**src/rtl/riscv_pkg.sv**
```systemverilog
// rtl/riscv_pkg.sv - shared core constants and the CDB broadcast type
// Producer IDs fix each functional unit's slot on the CDB request vector.
package riscv_pkg;

    localparam int XLEN              = 32;
    localparam int TAG_WIDTH         = 6;
    localparam int NUM_CDB_PRODUCERS = 4;

    localparam int CDB_ID_ALU0 = 0;
    localparam int CDB_ID_ALU1 = 1;
    localparam int CDB_ID_MUL  = 2;
    localparam int CDB_ID_LSU  = 3;

    typedef struct packed {
        logic                 valid;
        logic [TAG_WIDTH-1:0] tag;
        logic [XLEN-1:0]      data;
        logic                 exception;
    } cdb_bcast_s;

    function automatic int rr_ptr_width(input int n);
        return (n > 1) ? $clog2(n) : 1;
    endfunction

endpackage

```
**src/rtl/rr_arbiter.sv**
```systemverilog
// rtl/rr_arbiter.sv - combinational round-robin one-hot arbiter
// Scans from ptr upward with wraparound; shared by CDB arbitration and RS issue select.
module rr_arbiter
    import riscv_pkg::*;
#(
    parameter  int N     = 4,
    localparam int PTR_W = rr_ptr_width(N)
) (
    input  logic [N-1:0]     req,
    input  logic [PTR_W-1:0] ptr,
    output logic [N-1:0]     grant
);

    localparam int W2 = 2 * N;

    logic [W2-1:0] mask;
    logic [W2-1:0] dbl;
    logic          found;

    // Doubling the request vector turns the wrapped scan into a plain lowest-bit search.
    always_comb begin
        mask  = ~((W2'(1) << ptr) - W2'(1));
        dbl   = {req, req} & mask;
        grant = '0;
        found = 1'b0;
        for (int j = 0; j < N; j++) begin
            if (!found && dbl[j]) begin
                grant[j] = 1'b1;
                found    = 1'b1;
            end
        end
        for (int j = 0; j < N; j++) begin
            if (!found && dbl[N+j]) begin
                grant[j] = 1'b1;
                found    = 1'b1;
            end
        end
    end

endmodule

```
**src/rtl/cdb_arbiter.sv**
```systemverilog
// rtl/cdb_arbiter.sv - CDB round-robin arbiter with registered broadcast
// Optional CDB_PERF_CNT_EN adds saturating conflict/busy cycle counters.
module cdb_arbiter
    import riscv_pkg::*;
#(
    parameter int N_PROD = 4,
    parameter int DATA_W = 32,
    parameter int TAG_W  = riscv_pkg::TAG_WIDTH
) (
    input  logic                       clk,
    input  logic                       rst,
    input  logic [N_PROD-1:0]          req,
    input  logic [N_PROD*TAG_W-1:0]    tag_in,
    input  logic [N_PROD*DATA_W-1:0]   data_in,
    input  logic [N_PROD-1:0]          exception_in,
    output logic [N_PROD-1:0]          grant,
    input  logic                       flush,
    output logic                       cdb_valid,
    output logic [TAG_W-1:0]           cdb_tag,
    output logic [DATA_W-1:0]          cdb_data,
    output logic                       cdb_exception
`ifdef CDB_PERF_CNT_EN
    ,
    output logic [31:0]                perf_conflict_cnt,
    output logic [31:0]                perf_busy_cnt
`endif
);

    localparam int PTR_W = rr_ptr_width(N_PROD);

    // Same layout as cdb_bcast_s, sized by this instance's parameters.
    typedef struct packed {
        logic              valid;
        logic [TAG_W-1:0]  tag;
        logic [DATA_W-1:0] data;
        logic              exception;
    } bcast_t;

    bcast_t            bcast_q, bcast_d;
    logic [PTR_W-1:0]  ptr_q, ptr_d;
    logic [N_PROD-1:0] arb_req;

    assign arb_req = (rst || flush) ? '0 : req;

    rr_arbiter #(.N(N_PROD)) u_rr (
        .req   (arb_req),
        .ptr   (ptr_q),
        .grant (grant)
    );

    always_comb begin
        bcast_d       = bcast_q;
        bcast_d.valid = 1'b0;
        ptr_d         = ptr_q;
        for (int i = 0; i < N_PROD; i++) begin
            if (grant[i]) begin
                bcast_d.valid     = 1'b1;
                bcast_d.tag       = tag_in[i*TAG_W +: TAG_W];
                bcast_d.data      = data_in[i*DATA_W +: DATA_W];
                bcast_d.exception = exception_in[i];
                ptr_d             = PTR_W'((i + 1) % N_PROD);
            end
        end
    end

`ifdef CDB_PERF_CNT_EN
    logic [31:0] conflict_q, busy_q;
    logic        conflict_inc, busy_inc;

    assign conflict_inc = !flush && ($countones(req) > 1);
    assign busy_inc     = |grant;
`endif

    always_ff @(posedge clk) begin
        if (rst) begin
            bcast_q <= '0;
            ptr_q   <= '0;
`ifdef CDB_PERF_CNT_EN
            conflict_q <= '0;
            busy_q     <= '0;
`endif
        end else begin
            bcast_q <= bcast_d;
            ptr_q   <= ptr_d;
`ifdef CDB_PERF_CNT_EN
            if (conflict_inc && conflict_q != 32'hFFFF_FFFF) conflict_q <= conflict_q + 32'd1;
            if (busy_inc && busy_q != 32'hFFFF_FFFF)         busy_q     <= busy_q + 32'd1;
`endif
        end
    end

    assign cdb_valid     = bcast_q.valid;
    assign cdb_tag       = bcast_q.tag;
    assign cdb_data      = bcast_q.data;
    assign cdb_exception = bcast_q.exception;

`ifdef CDB_PERF_CNT_EN
    assign perf_conflict_cnt = conflict_q;
    assign perf_busy_cnt     = busy_q;
`endif

endmodule
```
**config.mk**
```make
export PLATFORM = sky130hd
export DESIGN_NAME = cdb_arbiter
export DESIGN_NICKNAME = d
export VERILOG_FILES = /design/src/rtl/riscv_pkg.sv /design/src/rtl/rr_arbiter.sv /design/src/rtl/cdb_arbiter.sv
export SDC_FILE = /design/constraint.sdc
export NUM_CORES = 1
export LEC_CHECK = 0
export BUFFER_PORTS_ARGS = -buffer_cell sky130_fd_sc_hd__buf_2
export CAP_MARGIN = 20
export CORE_MARGIN = 8
export CORE_UTILIZATION = 30
export CTS_BUF_LIST = sky130_fd_sc_hd__clkbuf_16
export DETAILED_ROUTE_END_ITERATION = 7
export PLACE_DENSITY = 0.59
export SETUP_SLACK_MARGIN = 0.02
export SYNTH_ARGS = -nofsm -noshare
export SYNTH_HDL_FRONTEND = slang
export SYNTH_SLANG_ARGS = --single-unit
```
**constraint.sdc**
```tcl
create_clock -name clk -period 3.3 [get_ports clk]
set_input_delay 0 -clock clk [delete_from_list [all_inputs] [get_ports clk]]
set_output_delay 0 -clock clk [all_outputs]
set_load 0.005 [all_outputs]
```
==> flow_summary.ini, run 1 <==
[status]
outcome = complete, no violations

[clocking]
cts_resized = 0
cts_tree = yes
cts-root-buf = clkbuf_16
post_cts_buffers = 0
cts_made_buffers = 5
max-clock-path-buffers = 2
cts_sinks = 42
cts-htree-levels = 2
clkLatencyLatePin_ps = 280
cts_hold_repair.buffers = 37
cts.clk_slew.worst_paths_ps = 60

[setup_path]
crit_type = reg2reg
cp_slowest_cell = o32ai_4
rr_worst_depth = 8
slowest_delay_ps = 560
cp.arrival_ps = 3080
end_kind = flip-flop
crit_fanout = 15
startpoint_type = flip-flop
worstPathCellList = or2_2, ha_1, a211oi_2, nand2_1, o32ai_4, buf_4, a2111oi_0, o2bb2ai_1
cp.required_ps = 3500

[finish]
fill_cells = 914
fin_area_sq_um = 4490
drive_above_1_share_pct = 41.1
syn_to_final_growth_pct = 56.5
nets = 737
final-instance-count-excl-fill = 701
layout_common_cells = buf_2, nor2_1, dfxtp_1
layout_commonest_cell = buf_2
insertedDiodeCount = 0

[global_routing]
antenna_found_initial = 0
grt.total_usage_pct = 18.8
gr-total-overflow = 0
grt_pass1_vias = 3948
grt_max_degree = 43
grt_pass1_wl_um = 20000

[floorplan]
ios = 207
start_util_pct = 31.0
die-area_sq_um = 12900
die_x_um = 114
die_y_um = 114
rows = 35
coreArea_sq_um = 9240

[sta]
setup_viol = 0
finalHoldViolCount = 0
fin_crit_sh_pct = 87.2
timing.slew.headroom_pct = 52.5
period_minus_slack_ps = 2880
rsz0062_at_grt = false
fmax_mhz = 347
final_max_slew_viol_count = 0
fin_setup_tns_ps = 0
tightest_slew_ps = 711
clock_skew_ps = 1.96

[route]
dr.pass1.iters = 4
wire_per_inst_um = 17.8
wirelength_um = 12500
routed_via_density = 5.18
drcViolationCount = 0
vias = 3630
drt_iter0_markers = 215
detail-route-antenna-nets = 0

[yosys]
synth-seq-cells = 42
yosysSeqAreaShare_pct = 29.3
synth_area_sq_um = 2870
yosys.cell_types.count = 37
syn_area_per_cell_sq_um = 8.24
synth_cells = 348
syn_nets = 512
synth_warnings = 0

[power]
combPwrFrac_pct = 31.6
p_sw_share_pct = 30.9
power_frac_seq_pct = 39.7
power_switching_uw = 497
power_frac_clock_pct = 28.7
power_density_nw_per_um2 = 358
internal_power_uw = 1110
power_leakage_uw = 0.00211
ir_drop_uv = 222

[place]
gp_congestion = 0.815
dp_hpwl_um = 9060
dpl_cell_area_sq_um = 3990
port-buffer-count = 206
post-place-cells = 658

[min_path]
hold_path_depth = 3
hold_class = in2reg

[job]
maxCapViolations = 0
registers in the layout, indices dropped and copies added, names as in the netlist:
signal         count
cdb_valid          1
cdb_exception      1
cdb_data          32
cdb_tag            6
ptr_q              2
final cells by class:
cell class              instances  area [sq um]  share of cell area [%]
clock buffers                   5           125                    2.79
clock inverters                 1          3.75                  0.0837
inverters                      41           154                    3.43
multi-input cells             229          1720                    38.3
flip-flops and latches         42           841                    18.7
well taps                     129           161                    3.60
repair buffers                254          1480                    33.1
synthesized netlist by cell type:
library cell / instances / share of area [%]
o221ai_1: 1 / 0.31
buf_2: 15 / 2.6
and2_1: 1 / 0.22
a21boi_0: 39 / 10
nor4b_1: 1 / 0.31
nand2b_1: 2 / 0.44
nand3b_1: 1 / 0.26
nand4_1: 1 / 0.22
nand3_2: 2 / 0.70
o32ai_2: 1 / 0.57
nor3_2: 1 / 0.35
dfxtp_1: 42 / 29
nor3_1: 1 / 0.17
clkbuf_2: 1 / 0.17
buf_6: 2 / 0.79
a21bo_2: 1 / 0.35
nand3b_4: 1 / 0.70
or3b_4: 1 / 0.39
a211oi_1: 40 / 10
or3_1: 1 / 0.22
a311oi_1: 1 / 0.31
a21oi_1: 1 / 0.17
ha_1: 1 / 0.44
buf_4: 3 / 0.79
a31oi_2: 1 / 0.44
inv_1: 40 / 5.2
a211o_1: 1 / 0.31
a211oi_2: 1 / 0.44
nand2_1: 3 / 0.39
clkbuf_1: 15 / 2.0
a2111oi_0: 40 / 12
o21bai_1: 1 / 0.26
a21oi_2: 1 / 0.31
inv_2: 1 / 0.13
or2_2: 2 / 0.44
nor2_1: 42 / 5.5
o2bb2ai_1: 39 / 12
per-stage QoR:
step | hold slack [ps] | utilization, % | total power [uW] | setup slack [ps]
after floorplan | 72.1 | - | 869 | 964
after global placement | 254 | 43.2 | 1120 | 512
after detailed placement | 260 | 43.2 | 1120 | 409
after CTS | 1.31 | 48.6 | 1630 | 398
after global routing | 15.1 | 48.6 | 1700 | 147
final | 6.66 | 48.6 | 1600 | 422
final timing paths:
kind	from	end	slack (ps)
hold / removal	data_in[122]	cdb_data[26]$_SDFFE_PP0P_	7
hold reg to reg	cdb_data[7]$_SDFFE_PP0P_	cdb_data[7]$_SDFFE_PP0P_	460
setup reg to reg	ptr_q[0]$_SDFFE_PP0P_	cdb_tag[0]$_SDFFE_PP0P_	420
setup / recovery	ptr_q[0]$_SDFFE_PP0P_	cdb_tag[0]$_SDFFE_PP0P_	420
metal layers:
layer / global-route usage, % / wire length (um)
met2: 32.8 / 6110
met3: 6.13 / 1180
met4: 3.11 / 29
met1: 22.2 / 5170
met5: 0 / 0
worst max-delay path: cells and delay by family, from the launching register on:
kind	cells	cell delay, ps
and+or+nand+nor	2	520
DFF	1	380
AOI/OAI and AO/OA	4	1230
adders and majority gates	1	350
buffers and inverters	1	310
cell families after synthesis:
family                   after synthesis  synth area share (%)
buffers and inverters                 77                  11.7
adder cells (fa/ha/maj)                1                 0.436
AO/OA/AOI/OAI                        168                  48.3
AND/OR/NAND/NOR                       60                  10.3
flip-flops                            42                  29.3
power by group through the flow:
stage	Sequential, uW	Combinational (uW)	Clock, uW
floorplan	649	220	0
CTS	638	511	483
finish	638	506	461
detailed placement	647	477	0
global route	646	557	499
global placement	647	470	0
No activity file was read; power rests on OpenSTA's default activity.
==> inputs of run 2 (changes only) <==
CORE_UTILIZATION = 41   (was 30)
PLACE_DENSITY = 0.78   (was 0.59)
==> run 2 against run 1 <==
  * Routed wire length decreased by 4.4%
  * Critical endpoint is now cdb_data[17]$_SDFFE_PP0P_
  * Die area decreased by 23%
  * Global-route usage grew 4.6 points
  * Critical path depth is the same
==> flow_summary.ini, run 2 (synthesis gave the netlist of run 1 again) <==
[status]
outcome = complete, no violations

[sta]
rsz0062_at_grt = false
fin_ws_ps = 425
final_max_slew_viol_count = 0
tightest_slew_ps = 893
setup_viol = 0
clock_skew_ps = 6.04
period_minus_slack_ps = 2870
fmax_mhz = 348
fin_setup_tns_ps = 0
finalHoldViolCount = 0
timing.slew.headroom_pct = 40.3
fin_crit_sh_pct = 87.1

[setup_path]
rr_worst_depth = 8
cp.arrival_ps = 3080
slowest_delay_ps = 720
crit_type = reg2reg
r2r_start = ptr_q[0]$_SDFFE_PP0P_
worstPathCellList = or2_2, ha_1, a211oi_2, nand2_1, o221ai_1, nor3_4, buf_4, o2bb2ai_1
worst-path-buf-inv = 1
cp.required_ps = 3510
crit_fanout = 20
crit_family = simple AND/OR/NAND/NOR gates
r2r_end = cdb_data[17]$_SDFFE_PP0P_
cp_slowest_cell = nor3_4
r2r_setup_slack_ps = 430
startpoint_type = flip-flop
end_kind = flip-flop

[floorplan]
die_y_um = 99.6
ios = 207
die-area_sq_um = 9930
start_util_pct = 42.2
rows = 30
coreArea_sq_um = 6790
die_x_um = 99.6

[clocking]
cts-htree-levels = 2
cts.clk_slew.worst_paths_ps = 60
cts_made_buffers = 5
cts_sinks = 42
clkLatencyLatePin_ps = 280
cts_resized = 0
cts_tree = yes
cts-root-buf = clkbuf_16
max-clock-path-buffers = 2

[finish]
layout_commonest_cell = buf_2
nets = 730
largest_reg_flops = 32
final-instance-count-excl-fill = 663
insertedDiodeCount = 0
syn_to_final_growth_pct = 54.0
fin_util_pct = 65.0
drive_above_1_share_pct = 41.6
layout_common_cells = buf_2, nor2_1, dfxtp_1

[route]
drt_iter0_markers = 188
dr.pass1.iters = 4
drcViolationCount = 0
routed_via_density = 5.59
wirelength_um = 11900
detail-route-antenna-nets = 0
wire_per_inst_um = 18.0
vias = 3704

[place]
gp_congestion = 0.907
port-buffer-count = 206
post-place-cells = 623
dp_hpwl_um = 8300
post-place-ws_ps = 448

[global_routing]
antenna_found_initial = 0
grt_pass1_wl_um = 19200
grt_max_degree = 43
grt_pass1_vias = 3975
gr-total-overflow = 0
grt.total_usage_pct = 23.4

[min_path]
hold_path_end = cdb_exception$_SDFFE_PP0P_
hold_class = in2reg
hold_path_depth = 3
hold_start = exception_in[3]

[power]
ir_drop_uv = 264
power_leakage_uw = 0.00210
power_density_nw_per_um2 = 382

[job]
maxCapViolations = 0
[run 2: metrics by stage]
| step | area, sq um | power, uW | hold slack (ps) |
|---|---|---|---|
| global route | 4420 | 1780 | 16.9 |
| CTS | 4420 | 1700 | 0.145 |
| floorplan | 2870 | 869 | 72.1 |
| finish | 4420 | 1690 | 0.391 |
| detailed placement | 3930 | 1120 | 259 |
| global placement | 3930 | 1110 | 251 |
[run 2: per-layer routing]
| layer | global-route usage (%) | routed length, um |
|---|---|---|
| met1 | 26.2 | 4690 |
| met2 | 42.0 | 6060 |
| met3 | 6.35 | 1070 |
| met4 | 6.75 | 127 |
| met5 | 0 | 0 |
[run 2: cell type report]
type | instances | area, sq um
fillers | 592 | 2380
multi-input cells | 229 | 1720
repair buffers | 247 | 1420
flip-flops and latches | 42 | 841
inverters | 41 | 154
clock buffers | 5 | 125
well taps | 96 | 120
clock inverters | 3 | 40.0
[run 2: worst register-to-register path, delay by kind of cell (launching register included)]
| kind | cells | cell delay, ps |
|---|---|---|
| AOI/OAI and AO/OA | 3 | 470 |
| buffers and inverters | 1 | 400 |
| adders and majority gates | 1 | 360 |
| and+or+nand+nor | 3 | 1200 |
| DFF | 1 | 380 |
[run 2: timing repair]
item,4_1_cts,5_1_grt
buffers inserted,0,0
hold endpoints to repair,33,0
hold buffers,32,0
[run 2: worst max path at each step]
stage,end,slack (ps),startpoint,cells after the start
after global routing,cdb_data[31]$_SDFFE_PP0P_,270,ptr_q[0]$_SDFFE_PP0P_,8
after detailed placement,cdb_data[17]$_SDFFE_PP0P_,450,ptr_q[0]$_SDFFE_PP0P_,8
final,cdb_data[17]$_SDFFE_PP0P_,430,ptr_q[0]$_SDFFE_PP0P_,8
after floorplan,ptr_q[0]$_SDFFE_PP0P_,960,ptr_q[0]$_SDFFE_PP0P_,8
after global placement,cdb_data[21]$_SDFFE_PP0P_,560,ptr_q[0]$_SDFFE_PP0P_,8
after CTS,cdb_data[17]$_SDFFE_PP0P_,430,ptr_q[0]$_SDFFE_PP0P_,8
[run 2: power by group]
group	switching, uW	internal, uW	total [uW]
clock	193	354	547
sequential	49.5	590	639
combinational	257	244	501
==> inputs of run 3 (changes only) <==
--- a/config.mk
+++ b/config.mk
@@ -13,3 +13,4 @@
 export DETAILED_ROUTE_END_ITERATION = 7
-export PLACE_DENSITY = 0.78
+export PLACE_DENSITY = 0.81
+export REMOVE_ABC_BUFFERS = 1
 export SETUP_SLACK_MARGIN = 0.02
==> constraint.sdc (replaced) <==
create_clock -name clk -period 3.3 [get_ports clk]
set_input_delay 0.66 -clock clk [delete_from_list [all_inputs] [get_ports clk]]
set_output_delay 0.66 -clock clk [all_outputs]
set_load 0.005 [all_outputs]
==> run 3 against run 2 <==
  * Non-clock buffer count is 29 lower
  * Count of clock-buffer cells in the layout stayed put
  * Maximum frequency decreased by 5.5%
  * Sequential cell count unchanged
  * Die area stayed put
  * Largest cell class unchanged
  * Critical endpoint is now grant[2]
  * Sequential power about the same
  * Power fell by 6.7%
==> flow_summary.ini, run 3 (synthesis gave the netlist of run 1 again) <==
[status]
outcome = complete, no violations

[power]
combPwrFrac_pct = 30.5
power_frac_clock_pct = 29.0
internal_power_uw = 1080
power_switching_uw = 490
power_density_nw_per_um2 = 386
p_sw_share_pct = 31.1
power_uw = 1570
power_leakage_uw = 0.00196
power_frac_seq_pct = 40.5
ir_drop_uv = 176

[route]
wirelength_um = 11800
dr.pass1.iters = 5
vias = 3562
drt_iter0_markers = 147
wire_per_inst_um = 18.6
detail-route-antenna-nets = 0
drcViolationCount = 0
routed_via_density = 5.64

[clocking]
cts_sinks = 42
clkLatencyLatePin_ps = 270
cts_tree = yes
cts-root-buf = clkbuf_16
cts.clk_slew.worst_paths_ps = 60
cts-htree-levels = 2
max-clock-path-buffers = 2
post_cts_buffers = 0
cts_resized = 0
cts_made_buffers = 5
cts_hold_repair.buffers = 0

[place]
gp_congestion = 0.889
dp_hpwl_um = 8640
port-buffer-count = 206
dpl_cell_area_sq_um = 3950

[global_routing]
grt_pass1_wl_um = 18600
gr-total-overflow = 0
grt_max_degree = 42
grt.total_usage_pct = 22.6
grt_pass1_vias = 3967
antenna_found_initial = 0

[setup_path]
crit_fanout = 19
cp.arrival_ps = 2380
cp_slowest_cell = dfxtp_1
worstPathCellList = or2_2, ha_1, a211oi_2, nand3b_4, nand2_1, buf_2
crit_type = reg2out
slowest_delay_ps = 380
cp.required_ps = 2640
end_kind = output port
startpoint_type = flip-flop

[finish]
drive_above_1_share_pct = 44.0
syn_to_final_growth_pct = 42.4
fin_area_sq_um = 4080
nets = 701
layout_common_cells = buf_2, nor2_1, dfxtp_1
layout_commonest_cell = buf_2
insertedDiodeCount = 0
largest_reg_flops = 32

[floorplan]
coreArea_sq_um = 6790
rows = 30
die_y_um = 99.6
ios = 207
start_util_pct = 42.2
die_x_um = 99.6
die-area_sq_um = 9930

[sta]
period_minus_slack_ps = 3040
finalHoldViolCount = 0
fin_crit_sh_pct = 92.2
final_max_slew_viol_count = 0
clock_skew_ps = 3.41
setup_viol = 0
rsz0062_at_grt = false
tightest_slew_ps = 491
timing.slew.headroom_pct = 66.4
fmax_mhz = 329

[job]
maxCapViolations = 0

[min_path]
hold_class = reg2reg
==> run 3: cell types whose count changed in the layout (fill, tap and decap cells not counted), sizes merged <==
| cell | previous run | this run |
|---|---|---|
| dlygate4sd3 | 32 | 0 |
| buf | 215 | 218 |
| bufinv | 1 | 0 |
| clkinv | 2 | 1 |
==> run 3: path summary, 6_finish.rpt <==
| path | start | to | slack [ps] | cells past startpoint |
|---|---|---|---|---|
| worst max-delay path | ptr_q[0]$_SDFFE_PP0P_ | grant[2] | 260 | 6 |
| worst min-delay path | cdb_tag[3]$_SDFFE_PP0P_ | cdb_tag[3]$_SDFFE_PP0P_ | 460 | 1 |
| worst max register to register | ptr_q[0]$_SDFFE_PP0P_ | ptr_q[0]$_SDFFE_PP0P_ | 500 | 8 |
| worst min register to register | cdb_tag[3]$_SDFFE_PP0P_ | cdb_tag[3]$_SDFFE_PP0P_ | 460 | 1 |
==> run 3: final cells by class <==
class	count	area, sq um
clock buffer	5	125
sequential	42	841
fill	605	2710
clock inverter	1	3.75
timing repair buffer	218	1120
inverter	41	154
tap	96	120
multi-input combinational	229	1720
==> run 3: stage by stage <==
stage	std cells	setup WS (ps)	hold WS [ps]	util, %	setup TNS, ps
after floorplan	312	-399	456	-	-15560
after global placement	626	632	441	58.2	0
after detailed placement	626	533	442	58.2	0
after CTS	632	266	463	60.1	0
after global routing	632	127	475	60.1	0
final	632	257	458	60.1	0
==> run 3: critical path, delay by kind of cell, from the launching register on <==
kind | cells | cell delay (ps)
AND/OR/NAND/NOR | 3 | 850
flip-flops | 1 | 380
buffers and inverters | 1 | 160
adder cells (fa/ha/maj) | 1 | 350
AO/OA/AOI/OAI | 1 | 360
==> run 3: per-layer routing <==
layer	up-vias	GRT usage, %	wire (um)
met4	0	7.68	200
li1	1702	-	-
met1	1670	24.9	4630
met5	-	0	0
met2	170	41.1	6080
met3	20	5.52	875
==> run 3: power groups by stage <==
stage	Clock, uW	Sequential [uW]	Combinational [uW]
2_1_floorplan	0	649	194
3_3_place_gp	0	644	468
3_5_place_dp	0	645	483
4_1_cts	464	637	484
5_1_grt	485	645	525
6_report	456	637	481
